### src/rtl/rom_sweep_pkg.sv
// rtl/rom_sweep_pkg.sv - shared state type, checksum width and credit helper for the ROM sweep reader
package rom_sweep_pkg;

  typedef enum logic [1:0] {
    ST_IDLE,
    ST_ISSUE,
    ST_DRAIN,
    ST_DONE
  } sweep_state_e;

  localparam int CSUM_W = 16;

  // A read may only be issued if the FIFO can absorb it together with any read still in flight.
  function automatic logic has_credit(input int unsigned fifo_count,
                                      input int unsigned in_flight,
                                      input int unsigned depth);
    return (fifo_count + in_flight) < depth;
  endfunction

endpackage

### src/rtl/rom_sweep_fifo.sv
// rtl/rom_sweep_fifo.sv - synchronous FIFO holding {addr, data} words for the output stream
module rom_sweep_fifo #(
  parameter int WIDTH = 16,
  parameter int DEPTH = 4
) (
  input  logic                     clk,
  input  logic                     rst_n,
  input  logic                     push,
  input  logic [WIDTH-1:0]         wdata,
  input  logic                     pop,
  output logic [WIDTH-1:0]         rdata,
  output logic [$clog2(DEPTH):0]   count,
  output logic                     full,
  output logic                     empty
);

  localparam int PTR_W = $clog2(DEPTH);

  logic [WIDTH-1:0] mem_q [DEPTH];
  logic [PTR_W-1:0] wr_ptr_q, wr_ptr_d;
  logic [PTR_W-1:0] rd_ptr_q, rd_ptr_d;
  logic [PTR_W:0]   count_q, count_d;
  logic             do_push, do_pop;

  assign empty   = (count_q == '0);
  assign full    = (count_q == (PTR_W+1)'(DEPTH));
  assign count   = count_q;
  assign rdata   = mem_q[rd_ptr_q];
  assign do_pop  = pop & ~empty;
  // When full, a same-cycle pop frees the slot the push lands in.
  assign do_push = push & (~full | do_pop);

  always_comb begin
    wr_ptr_d = wr_ptr_q;
    rd_ptr_d = rd_ptr_q;
    count_d  = count_q;
    if (do_push) wr_ptr_d = wr_ptr_q + PTR_W'(1);
    if (do_pop)  rd_ptr_d = rd_ptr_q + PTR_W'(1);
    case ({do_push, do_pop})
      2'b10:   count_d = count_q + (PTR_W+1)'(1);
      2'b01:   count_d = count_q - (PTR_W+1)'(1);
      default: count_d = count_q;
    endcase
  end

  always_ff @(posedge clk or negedge rst_n) begin
    if (!rst_n) begin
      wr_ptr_q <= '0;
      rd_ptr_q <= '0;
      count_q  <= '0;
    end else begin
      wr_ptr_q <= wr_ptr_d;
      rd_ptr_q <= rd_ptr_d;
      count_q  <= count_d;
    end
  end

  always_ff @(posedge clk) begin
    if (do_push) mem_q[wr_ptr_q] <= wdata;
  end

endmodule

### src/rtl/rom_sweep_reader.sv
// rtl/rom_sweep_reader.sv - sweeps a ROM address range and streams {addr, data} with a running checksum
module rom_sweep_reader
  import rom_sweep_pkg::*;
#(
  parameter int ADDR_W     = 8,
  parameter int DATA_W     = 8,
  parameter int READ_LAT   = 0,
  parameter int FIFO_DEPTH = 4
) (
  input  logic              clk,
  input  logic              rst_n,
  input  logic              start,
  input  logic [ADDR_W-1:0] first_addr,
  input  logic [ADDR_W-1:0] last_addr,
  output logic [ADDR_W-1:0] address,
  input  logic [DATA_W-1:0] data,
  output logic              m_valid,
  input  logic              m_ready,
  output logic [ADDR_W-1:0] m_addr,
  output logic [DATA_W-1:0] m_data,
  output logic              busy,
  output logic              done,
  output logic [CSUM_W-1:0] checksum
);

  localparam int CNT_W = $clog2(FIFO_DEPTH) + 1;

  sweep_state_e              state_q, state_d;
  logic [ADDR_W-1:0]         addr_q, addr_d;
  logic [ADDR_W-1:0]         last_q, last_d;
  logic [CSUM_W-1:0]         csum_q, csum_d;
  logic                      issue, push, in_flight, xfer;
  logic [ADDR_W+DATA_W-1:0]  push_word, head_word;
  logic [CNT_W-1:0]          fifo_count;
  logic                      fifo_full_unused, fifo_empty;

  if (READ_LAT == 0) begin : g_lat0
    assign push      = issue;
    assign push_word = {addr_q, data};
    assign in_flight = 1'b0;
  end else begin : g_lat1
    // One-stage tag pipeline: the address issued last cycle pairs with this cycle's ROM data.
    logic              pipe_vld_q;
    logic [ADDR_W-1:0] pipe_addr_q, pipe_addr_d;

    assign pipe_addr_d = issue ? addr_q : pipe_addr_q;

    always_ff @(posedge clk or negedge rst_n) begin
      if (!rst_n) begin
        pipe_vld_q  <= 1'b0;
        pipe_addr_q <= '0;
      end else begin
        pipe_vld_q  <= issue;
        pipe_addr_q <= pipe_addr_d;
      end
    end

    assign push      = pipe_vld_q;
    assign push_word = {pipe_addr_q, data};
    assign in_flight = pipe_vld_q;
  end

  rom_sweep_fifo #(
    .WIDTH (ADDR_W + DATA_W),
    .DEPTH (FIFO_DEPTH)
  ) u_fifo (
    .clk   (clk),
    .rst_n (rst_n),
    .push  (push),
    .wdata (push_word),
    .pop   (xfer),
    .rdata (head_word),
    .count (fifo_count),
    .full  (fifo_full_unused),
    .empty (fifo_empty)
  );

  assign m_valid          = ~fifo_empty;
  assign {m_addr, m_data} = head_word;
  assign xfer             = m_valid & m_ready;

  always_comb begin
    state_d = state_q;
    addr_d  = addr_q;
    last_d  = last_q;
    csum_d  = csum_q;
    issue   = 1'b0;
    if (xfer) csum_d = csum_q + CSUM_W'(m_data);
    unique case (state_q)
      ST_IDLE: begin
        if (start) begin
          addr_d  = first_addr;
          last_d  = last_addr;
          csum_d  = '0;
          state_d = ST_ISSUE;
        end
      end
      ST_ISSUE: begin
        if (has_credit(32'(fifo_count), 32'(in_flight), FIFO_DEPTH)) begin
          issue = 1'b1;
          // Equality, not magnitude, so wrapped ranges terminate correctly.
          if (addr_q == last_q) state_d = ST_DRAIN;
          else                  addr_d  = addr_q + ADDR_W'(1);
        end
      end
      ST_DRAIN: begin
        if (!in_flight && (fifo_empty || (fifo_count == CNT_W'(1) && xfer))) state_d = ST_DONE;
      end
      ST_DONE: state_d = ST_IDLE;
      default: state_d = ST_IDLE;
    endcase
  end

  always_ff @(posedge clk or negedge rst_n) begin
    if (!rst_n) begin
      state_q <= ST_IDLE;
      addr_q  <= '0;
      last_q  <= '0;
      csum_q  <= '0;
    end else begin
      state_q <= state_d;
      addr_q  <= addr_d;
      last_q  <= last_d;
      csum_q  <= csum_d;
    end
  end

  assign address  = addr_q;
  assign busy     = (state_q == ST_ISSUE) || (state_q == ST_DRAIN);
  assign done     = (state_q == ST_DONE);
  assign checksum = csum_q;

endmodule

### config.mk
export PLATFORM = sky130hd
export DESIGN_NAME = rom_sweep_reader
export DESIGN_NICKNAME = d
export VERILOG_FILES = /design/src/rtl/rom_sweep_pkg.sv /design/src/rtl/rom_sweep_fifo.sv /design/src/rtl/rom_sweep_reader.sv
export SDC_FILE = /design/constraint.sdc
export NUM_CORES = 1
export LEC_CHECK = 0
export ABC_AREA = 1
export CAP_MARGIN = 20
export CORE_UTILIZATION = 55
export DETAILED_ROUTE_END_ITERATION = 16
export GPL_TIMING_DRIVEN = 0
export PLACE_DENSITY = 0.88
export SETUP_SLACK_MARGIN = 0.2
export SLEW_MARGIN = 20
export SYNTH_ARGS = -nofsm -noshare
export SYNTH_HDL_FRONTEND = slang
export SYNTH_HIERARCHICAL = 1
export SYNTH_SLANG_ARGS = --single-unit
### constraint.sdc
create_clock -name clk -period 6.8 [get_ports clk]
set_clock_uncertainty 0.2 [all_clocks]
set_input_delay 1.36 -clock clk [delete_from_list [all_inputs] [get_ports clk]]
set_output_delay 1.36 -clock clk [all_outputs]
set_load 0.05 [all_outputs]
Yosys cells after proc, flatten, opt, wreduce, memory -nomap -nowiden
Memories as Yosys holds them, arrays and structs flattened.
Index checks and enable logic that the tools add are counted.
Storage, ports and cells
  memories kept: 1
  word-level logic and storage cells: 61
  RAM bits: 64
  register bits after elaboration: 41
  input port bits: 28
  output and inout port bits: 43
Cells by class
  muxes and demuxes: 17
  $lt $le $gt $ge: 1
  add/subtract/negate cells: 6
  equality and inequality tests: 13
  bitwise logic cells: 6
  reduce and logical (&&, ||, !) cells: 10
Memory list
  u_fifo.mem_q: words 4, bits a word 16, read ports 1, clocked after memory_dff 0, wr ports 1, line rom_sweep_fifo.sv:19  | logic [WIDTH-1:0] mem_q [DEPTH];
Operators with widths (number)
  $mux 16: 3
  $mux 8: 3
  $add 16x8->16: 1
  $pmux 8 s2: 1
  $ne 2x2->1 const B: 5
  $add 8x1->8 const B: 1
  $eq 8x8->1: 1
  $mux 2: 4
  $pmux 2 s4: 1
  $reduce_and 4->1: 2
  $eq 2x2->1 const B: 3
  $pmux 3 s2: 1
  $add 2x1->2 const B: 2
  $eq 2x1->1 const B: 2
  $mux 1: 4
  $reduce_bool 2->1: 2
  $add 3x1->3 const B: 1
  $and 1x1->1: 3
  $eq 3x1->1 const B: 1
  $eq 3x3->1 const B: 1
  $logic_not 3->1: 1
  $lt 3x3->1 const B: 1
  $sub 3x1->3 const B: 1
  $logic_not 2->1: 1
  other kinds (5): 7

Depth between registers and ports, before layout
  depth after elaboration: 8
  mapped depth: 18
  gate-level depth less buffers: 17

Cells and area by module
The synthesis kept the hierarchy.
Modules (own cells, without submodules)
  rom_sweep_fifo: cells each 234, area an instance 2942.8 um2, times used 1, sequential area each 2097.0 um2
  rom_sweep_reader: cells each 346, area an instance 2388.5 um2, times used 1, sequential area each 850.8 um2

Least setup slack after synthesis
Ideal clock, no wire load.
  kind: input -> register
  start: input port m_ready
  end: memory u_fifo.mem_q[0][0] (enable)
  arrival: 2699 ps
  required time: 6211 ps
  setup time: 389 ps
  setup slack: 3512 ps
  stages: 7
  path buffers: 1
  cell sequence: nand2_2 inv_2 buf_2 inv_1 nand3_2 nand2_4 nor2_1
On the way
  longest elaborated chain between the ends: 6
Ends and longest elaborated chain
  from (decl): line rom_sweep_reader.sv:18  | input logic m_ready,
  $and 1x1->1: line rom_sweep_reader.sv:80  | assign xfer = m_valid & m_ready;
  net xfer: line rom_sweep_reader.sv:32  | logic issue, push, in_flight, xfer;
  $and 1x1->1: line rom_sweep_fifo.sv:29  | assign do_pop = pop & ~empty;
  $or 1x1->1: line rom_sweep_fifo.sv:31  | assign do_push = push & (~full | do_pop);
  $and 1x1->1: line rom_sweep_fifo.sv:31
  $mux 1: line rom_sweep_fifo.sv:59  | if (do_push) mem_q[wr_ptr_q] <= wdata;
  $mux 1 (implied by the code): line rom_sweep_fifo.sv:59
  to (decl): line rom_sweep_fifo.sv:19
The timed path passes the listed nets, and every way through them passes these cells.

Worst setup path after layout
  start: register u_fifo.rd_ptr_q[1]
  end: output port m_data[7]
On the way
  longest elaborated chain between the ends: 1
Ends and longest elaborated chain
  from (decl): line rom_sweep_fifo.sv:21  | logic [PTR_W-1:0] rd_ptr_q, rd_ptr_d;
  from (signal assigned): line rom_sweep_fifo.sv:53  | rd_ptr_q <= rd_ptr_d;
  $mem_v2 4x16
  to (decl): line rom_sweep_reader.sv:20  | output logic [DATA_W-1:0] m_data,
No other way between the ends.

==> summary.md <==
| Metric | Value |
|---|---|
| Antenna violations before repair | `0` |
| Max Cap Violations | `0` |
| Vias in the first global route | `4,073` |
| Slew headroom | `39.6%` |
| Syn_nets | `628` |
| Diode count | `0` |
| Worst Path Arrival | `2410 ps` |
| Worst setup SP type | `flop` |
| Vias per cell | `5.25` |
| Fmax | `252 MHz` |
| GPL Wtd Cong | `0.920` |
| Largest net degree at the start of global routing | `26` |
| First-pass GRT wire length | `19.0 mm` |
| Gr ovfl total | `0` |
| Total wire length | `11.6 mm` |
| Setup ws final | `2830 ps` |
| Status | `finished clean` |
| Die ar. | `0.0101 mm²` |
| Final hold vios | `0` |
| Initial Util | `57.1%` |
| CTS clk-pin slew, worst paths | `100 ps` |
| CTS tree | `built` |
| Critical path type | `reg2out` |
| Clock insertion delay at the later pin of the skew report | `360 ps` |
| Detailed-route DRC error count | `0` |
| Area grow syn2layout | `20.3%` |
| Sum of negative setup slack | `0 ps` |
| Worst Tran Pin Value | `905 ps` |
| Mapped Area | `0.00533 mm²` |
| Dpl ws | `2780 ps` |
| HPWL after DPL | `8.46 mm` |
| Clock buffer depth | `2` |
| RSZ-0062 raised after global routing | `false` |
| Total CTS buffers | `9` |
| Syn avg cell area | `9.20 µm²` |
| Final setup fails | `0` |
| Post-CTS setup buffers | `0` |
| Mapped Cells | `579` |
| Final Slew Violations | `0` |
| CTS resizes | `0` |
| Core box area | `0.00933 mm²` |
| DR vias | `4,173` |
| Hold buffer count at cts | `0` |
| YS warnings | `6` |
| Worst hold path type | `reg2reg` |
| DRC violation total after the first TritonRoute iteration | `212` |
| Crit. End Element | `output port` |
| # H-tree levels | `3` |
| Ports | `71` |
| Die width | `100 µm` |
| Antenna-violating nets left | `0` |
| Sink Count | `105` |
| Clock Root Buffer | `clkbuf_8` |
| Tot GR Track Use | `24.7%` |
| Layout cell share with drive strength beyond 1 | `7.96%` |
| Crit path required time | `5240 ps` |
| Detailed Routing Iterations Pass 1 | `5` |
| Period utilisation layout | `58.4%` |
| Port bufs | `70` |
| Nets | `710` |
| Die height | `100 µm` |
| Drt wl/cell | `14.6 µm` |
| Critical path fanouts, max | `10` |
| Final min period | `3970 ps` |
| FP Rows | `35` |
==> sequential cells by signal, summed over array words and instances (netlist names) <==
register,count
address,8
checksum,16
last_q,8
state_q,2
u_fifo/count,3
u_fifo/mem_q,64
u_fifo/rd_ptr_q,2
u_fifo/wr_ptr_q,2
==> final timing paths <==
| kind | depth (start not counted) | slack, ps | to | start |
|---|---|---|---|---|
| max reg2reg | 17 | 3550 | u_fifo/count[2] | u_fifo/count[0] |
| max | 5 | 2830 | m_data[7] | u_fifo/rd_ptr_q[1] |
| min in group asynchronous | 1 | 730 | checksum[15] | rst_n |
| min reg2reg | 2 | 310 | last_q[3] | last_q[3] |
| min | 2 | 310 | last_q[3] | last_q[3] |
| max in group asynchronous | 2 | 5190 | address[2] | rst_n |
==> stage by stage <==
step	std cells	hold WS, ps	area [µm²]	utilization, %
3_3_place_gp	778	287	6190	66.3
4_1_cts	795	314	6410	68.7
2_1_floorplan	579	269	5330	-
3_5_place_dp	779	288	6220	66.7
5_1_grt	795	348	6410	68.7
6_report	795	313	6410	68.7
==> critical path, cell delays in order, from the launching register on <==
cell and delay (ps):
dfrtp_1 430, inv_2 120, buf_2 230, o21ai_1 100, o21ai_1 300, clkdlybuf4s50_1 870
==> cells in the final DEF, fill, tap and decap left out, types with 5 or more instances in the layout <==
master / n
buf_6: 5
xnor2_1: 8
clkdlybuf4s50_1: 69
edfxtp_1: 64
o21ai_0: 14
buf_2: 7
nand4_1: 14
nor2_1: 81
nand2_1: 149
a21oi_1: 12
nand3_1: 33
clkbuf_8: 9
or2_2: 5
dfrtp_1: 41
ha_1: 19
nor2_2: 5
o21ai_1: 45
inv_1: 50
==> metal layers <==
layer	up-vias	GRT usage, %	part of all wire, %
met1	1958	31.2	43
met3	14	5.29	4.8
met2	123	42.5	51
li1	2078	-	-
met4	0	7.80	1.2
met5	-	0	0
==> area by class of cell <==
class / instances / area (µm²)
Clock buffer: 10 / 128
Tap cell: 129 / 161
Multi-Input combinational cell: 404 / 2040
Buffer: 17 / 149
Sequential cell: 105 / 2950
Fill cell: 700 / 2920
Inverter: 53 / 204
Clock inverter: 6 / 60.1
Timing Repair Buffer: 71 / 723
Power is left out: the tool's default activity adds up to more than one toggle a clock period on the data nets, which glitch-free logic cannot reach.
